===== src/rtl/demux8_rr_sched_pkg.sv =====
// Shared widths, FSM state type and one-hot helper for the 8-way demux scheduler.
package demux8_pkg;

  localparam int unsigned N_REQ = 8;
  localparam int unsigned SEL_W = 3;
  localparam int unsigned CNT_W = 4;

  typedef enum logic {IDLE, BUSY} state_e;

  function automatic logic [N_REQ-1:0] onehot8(input logic [SEL_W-1:0] idx);
    logic [N_REQ-1:0] oh;
    oh      = '0;
    oh[idx] = 1'b1;
    return oh;
  endfunction

endpackage


===== src/rtl/demux8_rr_sched_if.sv =====
// Request/grant/select bundle between the requesting units and the scheduler.
interface demux8_rr_sched_if;
  import demux8_pkg::*;

  logic             arb_en;
  logic [N_REQ-1:0] req;
  logic [N_REQ-1:0] gnt;
  logic [SEL_W-1:0] sel;
  logic             sel_vld;
  logic             beat;
  logic             busy;

  modport master (
    output arb_en, req,
    input  gnt, sel, sel_vld, beat, busy
  );

  modport slave (
    input  arb_en, req,
    output gnt, sel, sel_vld, beat, busy
  );

endinterface


===== src/rtl/demux8_rr_sched_rr_pick8.sv =====
// Combinational round-robin picker: first set req bit at or above ptr, wrapping 7->0.
module rr_pick8
  import demux8_pkg::*;
(
  input  logic [N_REQ-1:0] req,
  input  logic [SEL_W-1:0] ptr,
  output logic             found,
  output logic [SEL_W-1:0] idx
);

  logic [2*N_REQ-1:0] dbl;
  logic [N_REQ-1:0]   rot;
  logic [SEL_W-1:0]   off;

  // Rotating the doubled vector puts ptr at bit 0, so a plain low-first search gives RR order.
  always_comb begin
    dbl   = {req, req} >> ptr;
    rot   = dbl[N_REQ-1:0];
    found = |rot;
    off   = '0;
    for (int unsigned k = N_REQ; k > 0; k--) begin
      if (rot[SEL_W'(k - 1)]) off = SEL_W'(k - 1);
    end
    idx = ptr + off;
  end

endmodule


===== src/rtl/demux8_rr_sched.sv =====
// Round-robin scheduler driving the 8-way demux select/enable with bounded bursts.
module demux8_rr_sched
  import demux8_pkg::*;
#(
  parameter int unsigned MAX_BURST = 4
) (
  input  logic              clk,
  input  logic              rst_n,
  demux8_rr_sched_if.slave  bus
);

  state_e           state_q, state_d;
  logic [SEL_W-1:0] ptr_q, ptr_d;
  logic [CNT_W-1:0] cnt_q, cnt_d;
  logic [N_REQ-1:0] gnt_q, gnt_d;
  logic [SEL_W-1:0] sel_q, sel_d;

  logic             found;
  logic [SEL_W-1:0] win;
  logic             beat;
  logic             grant_ok;
  logic             release_now;

  rr_pick8 u_pick (
    .req   (bus.req),
    .ptr   (ptr_q),
    .found (found),
    .idx   (win)
  );

  assign beat     = |(gnt_q & bus.req);
  assign grant_ok = bus.arb_en & found;

  always_comb begin
    state_d     = state_q;
    ptr_d       = ptr_q;
    cnt_d       = cnt_q;
    gnt_d       = gnt_q;
    sel_d       = sel_q;
    release_now = 1'b0;

    case (state_q)
      IDLE: begin
        if (grant_ok) begin
          state_d = BUSY;
          gnt_d   = onehot8(win);
          sel_d   = win;
          ptr_d   = win + 1'b1;
          cnt_d   = '0;
        end
      end
      BUSY: begin
        release_now = !beat || (cnt_q == CNT_W'(MAX_BURST - 1));
        if (!release_now) begin
          cnt_d = cnt_q + 1'b1;
        end else if (grant_ok) begin
          // Zero-bubble hand-off; ptr already sits past the owner, so it ranks last.
          gnt_d = onehot8(win);
          sel_d = win;
          ptr_d = win + 1'b1;
          cnt_d = '0;
        end else begin
          state_d = IDLE;
          gnt_d   = '0;
          cnt_d   = '0;
        end
      end
      default: begin
        state_d = IDLE;
        gnt_d   = '0;
        cnt_d   = '0;
      end
    endcase
  end

  always_ff @(posedge clk or negedge rst_n) begin
    if (!rst_n) begin
      state_q <= IDLE;
      ptr_q   <= '0;
      cnt_q   <= '0;
      gnt_q   <= '0;
      sel_q   <= '0;
    end else begin
      state_q <= state_d;
      ptr_q   <= ptr_d;
      cnt_q   <= cnt_d;
      gnt_q   <= gnt_d;
      sel_q   <= sel_d;
    end
  end

  assign bus.gnt     = gnt_q;
  assign bus.sel     = sel_q;
  assign bus.sel_vld = (state_q == BUSY);
  assign bus.busy    = (state_q == BUSY);
  assign bus.beat    = beat;

endmodule


===== src/flat_wrapper.sv =====
// flat-port wrapper written by rule: the top's interface ports become plain ports
module demux8_rr_sched_flat import demux8_pkg::*;
#(
  parameter int unsigned MAX_BURST = 4
)
  (clk, rst_n, bus_arb_en, bus_req, bus_gnt, bus_sel, bus_sel_vld, bus_beat, bus_busy);
  demux8_rr_sched_if bus_i ();
  input  logic clk;
  input  logic rst_n;
  input wire logic [$bits(bus_i.arb_en)-1:0] bus_arb_en;
  input wire logic [$bits(bus_i.req)-1:0] bus_req;
  output wire logic [$bits(bus_i.gnt)-1:0] bus_gnt;
  output wire logic [$bits(bus_i.sel)-1:0] bus_sel;
  output wire logic [$bits(bus_i.sel_vld)-1:0] bus_sel_vld;
  output wire logic [$bits(bus_i.beat)-1:0] bus_beat;
  output wire logic [$bits(bus_i.busy)-1:0] bus_busy;
  assign bus_i.arb_en = bus_arb_en;
  assign bus_i.req = bus_req;
  assign bus_gnt = bus_i.gnt;
  assign bus_sel = bus_i.sel;
  assign bus_sel_vld = bus_i.sel_vld;
  assign bus_beat = bus_i.beat;
  assign bus_busy = bus_i.busy;
  demux8_rr_sched #(.MAX_BURST(MAX_BURST)) u_core (.clk(clk), .rst_n(rst_n), .bus(bus_i));
endmodule

===== config.mk =====
export PLATFORM = sky130hd
export DESIGN_NAME = demux8_rr_sched_flat
export DESIGN_NICKNAME = d
export VERILOG_FILES = /design/src/rtl/demux8_rr_sched_pkg.sv /design/src/rtl/demux8_rr_sched_if.sv /design/src/rtl/demux8_rr_sched_rr_pick8.sv /design/src/rtl/demux8_rr_sched.sv /design/src/flat_wrapper.sv
export SDC_FILE = /design/constraint.sdc
export NUM_CORES = 1
export LEC_CHECK = 0
export ABC_CLOCK_PERIOD_IN_PS = 3200
export CAP_MARGIN = 20
export CORE_UTILIZATION = 45
export DETAILED_ROUTE_END_ITERATION = 12
export GPL_TIMING_DRIVEN = 0
export MAX_ROUTING_LAYER = met4
export PLACE_DENSITY = 0.71
export SETUP_SLACK_MARGIN = 0.02
export SYNTH_ARGS = -nofsm -noshare
export SYNTH_HDL_FRONTEND = slang
export SYNTH_SLANG_ARGS = --single-unit

===== constraint.sdc =====
create_clock -name clk -period 3.2 [get_ports clk]
set_clock_uncertainty 0.2 [all_clocks]
set_input_delay 0.64 -clock clk [delete_from_list [all_inputs] [get_ports clk]]
set_output_delay 0.64 -clock clk [all_outputs]
set_load 0.02 [all_outputs]

==> impl_metrics.toml <==
[route]
routed_wl_um = 3990
vias = 1431
drtAntennaViolNets = 0
drtIter0Drc = 59
drt-pass1-iter-count = 4
avgRoutedWirePerCell_um = 15.9
drc = 0
viasPerCell = 5.70

[sta]
final_max_slew_viol_count = 0
rsz0062_at_grt = "yes"
setup_viol = 11
period_minus_slack_ns = 3.50
fmax_ghz = 0.286
slew_headroom_pct = 43.2
hold_violations = 0
worst_slew_pin_slew_ns = 0.849
worst_slack_ns = -0.298
post-route-period-util_pct = 109

[global_route]
gr-usage-all-layers_pct = 24.4
antenna_found_initial = 0
grt_pass1_vias = 1344
grt_max_degree = 20
grt-ovfl-total = 0
grt_pass1_wl_um = 6530

[yosys]
yosys.area.top_type = "dfrtp_1"
synth.cell_area_mm2 = 0.00161
synth_seq_cells = 19
yosys_warnings = 0
yosysTopAreaCellShare_pct = 29.6
syn-num-nets = 184
synth.distinct_cells = 36
ys_seq_area_share_pct = 29.6
syn_inst = 169
synth.area.top_cells = "dfrtp_1 (30%), mux4_2 (18%), a21o_1 (4.2%), nor2_1 (4.2%), buf_2 (4.0%)"
avgSynthCellArea_um2 = 9.51

[clock_network]
cts_buffer_depth = 2
clock-sinks = 19
cts.htree.levels = 1
cts_made_buffers = 3
cts_tree = "built"
postCtsHoldBufs = 0
clk_pin_slew_ns = 0.11
cts_root_buf = "clkbuf_4"
clk_latency_ns = 0.31

[placed_design]
place_inst = 231
dp_hpwl_um = 2970
portBuffers = 16
routabilityCongestion = 0.813
pre_cts_ws_ns = -0.529

[pwr]
power_density_mw_per_mm2 = 1260
cellLeakagePower_uw = 0.000937
vdd_drop_max_v = 0.000876

[die]
core_mm2 = 0.00339
dieArea_mm2 = 0.00382
die_w_um = 61.8
initial_core_util_pct = 47.4
pin_count = 25
die_y_um = 61.8
rows = 21

[critical_path]
critPathArrivalTime_ns = 3.49
crit_path_start_kind = "register"
crit_top_cell = "nor2_1"
critPathSlowestCell = "fa_2"
slowest_delay_ns = 0.60
worstSetupPathType = "reg -> reg"
path_cells = "buf_6, buf_8, mux4_2, nor2_4, nor2_1, nor3_1, nor2_1, a21oi_2, a31oi_2, ha_2, inv_2, fa_2, inv_4, ha_4, xnor2_2, xnor2_1, nor2_1, xnor2_1"
cp-end-kind = "register"
worstPathMaxFanout = 5
crit_required_ns = 3.19
rrSetupSlack_ns = -0.30
crit_family = "adder cells"
crit_buf_inv = 4

[layout]
area_growth_pct = 34.6
layout-drive-gt1-share_pct = 37.6
final_common_cell = "dfrtp_1"
antenna_cells = 0
fin_util_pct = 63.9
most-common-layout-cells = "dfrtp_1 (18), nor2_1 (17), nand2_1 (16), clkdlybuf4s50_1 (16), buf_4 (14)"
final_cell_count_no_fill = 251
nNetsFinal = 221

[run_status]
failed_checks = "setup timing"
status = "finished, violations left"

[min_path]
holdCritPathClass = "reg -> reg"

[run]
cap_violations = 0
## layer usage
layer / GRT usage [%] / part of all wire, % / vias up
met4: 5.71 / 0.83 / 0
met2: 38.7 / 51 / 46
met1: 31.9 / 44 / 691
met5: - / 0 / -
li1: - / - / 690
met3: 5.59 / 4.4 / 4
## state kept, by name, summed over array words and instances (netlist names)
signal / count
u_core.bus.gnt: 8
u_core.cnt_q: 4
u_core.bus.sel: 3
u_core.ptr_q: 3
u_core.bus.busy: 1
## worst paths after layout
| check | from | to | cells past startpoint |
|---|---|---|---|
| max | u_core.ptr_q[0] | u_core.ptr_q[2] | 18 |
| min | u_core.cnt_q[3] | u_core.cnt_q[3] | 1 |
| max reg2reg | u_core.ptr_q[0] | u_core.ptr_q[2] | 18 |
| min reg2reg | u_core.cnt_q[3] | u_core.cnt_q[3] | 1 |
| max in group asynchronous | rst_n | u_core.ptr_q[1] | 1 |
| min in group asynchronous | rst_n | u_core.cnt_q[0] | 1 |
## per-stage QoR
stage	area, um2	hold WS, ns	TNS [ns]	total power (uW)
final	2160	0.293	-1.61	2720
after global routing	2160	0.313	-3.59	2940
after CTS	2100	0.288	-2.07	2510
after detailed placement	1940	0.267	-3.26	2000
after global placement	1940	0.262	-2.80	1940
after floorplan	1720	0.144	-0.423	1660
## where the power goes
part / leakage (uW) / internal, uW / switching (uW)
Combinational: 0.000674 / 1190 / 1040
Sequential: 0.000245 / 317 / 51.4
Clock: 0.0000177 / 46.7 / 79.9
## final cells by class
type	count	area [um2]
multi-input cells	127	1110
fillers	279	1220
clock inverters	1	5.00
repair buffers	32	292
clock buffers	3	22.5
inverters	7	28.8
plain buffers	16	174
well taps	46	57.6
flip-flops and latches	19	477
## what timing repair did
action / CTS / global route
buffers inserted: 12 / 4
resized for setup: 11 / 9
setup endpoints to repair: 12 / 12
pin swaps: 19 / 6
## cell usage after synthesis
cell      number
o211ai_1       3
a211oi_4       1
or2_1          1
nand3_1        4
o31ai_1        1
a22o_1         1
nor2b_1        1
dfrtp_1       19
nor3_2         2
a21oi_1       11
inv_1          6
nor3_1         8
fa_1           1
or3_1          2
ha_1           3
nor4_1         1
xnor2_1        3
mux4_2        13
inv_2          1
a22oi_1        4
buf_2         13
or2_2          1
buf_12         1
nand4_1        1
nand2_1       17
a31oi_1        1
and2_1         1
xnor2_2        3
a32o_1         2
nor2_1        18
mux2_1         1
nand2b_1       1
buf_4          1
buf_6          1
a21o_1         9
o21ai_1       12
## cells by family after synthesis
kind of cell	Yosys count	synth area share (%)
XOR/XNOR	6	4.67
AND/OR/NAND/NOR	58	16.7
buffers and inverters	23	8.09
AO/OA/AOI/OAI	45	18.5
flip-flops	19	29.6
adder cells (fa/ha/maj)	4	3.58
multiplexers	14	18.9
## worst reg2reg max path, stage by stage (launching register included)
cell,delay (ns)
dfrtp_1,0.42
buf_6,0.14
buf_8,0.12
mux4_2,0.37
nor2_4,0.05
nor2_1,0.11
nor3_1,0.05
nor2_1,0.12
a21oi_2,0.07
a31oi_2,0.20
ha_2,0.21
inv_2,0.04
fa_2,0.60
inv_4,0.05
ha_4,0.16
xnor2_2,0.12
xnor2_1,0.15
nor2_1,0.07
xnor2_1,0.14
Power figures use the tool's default switching activity.
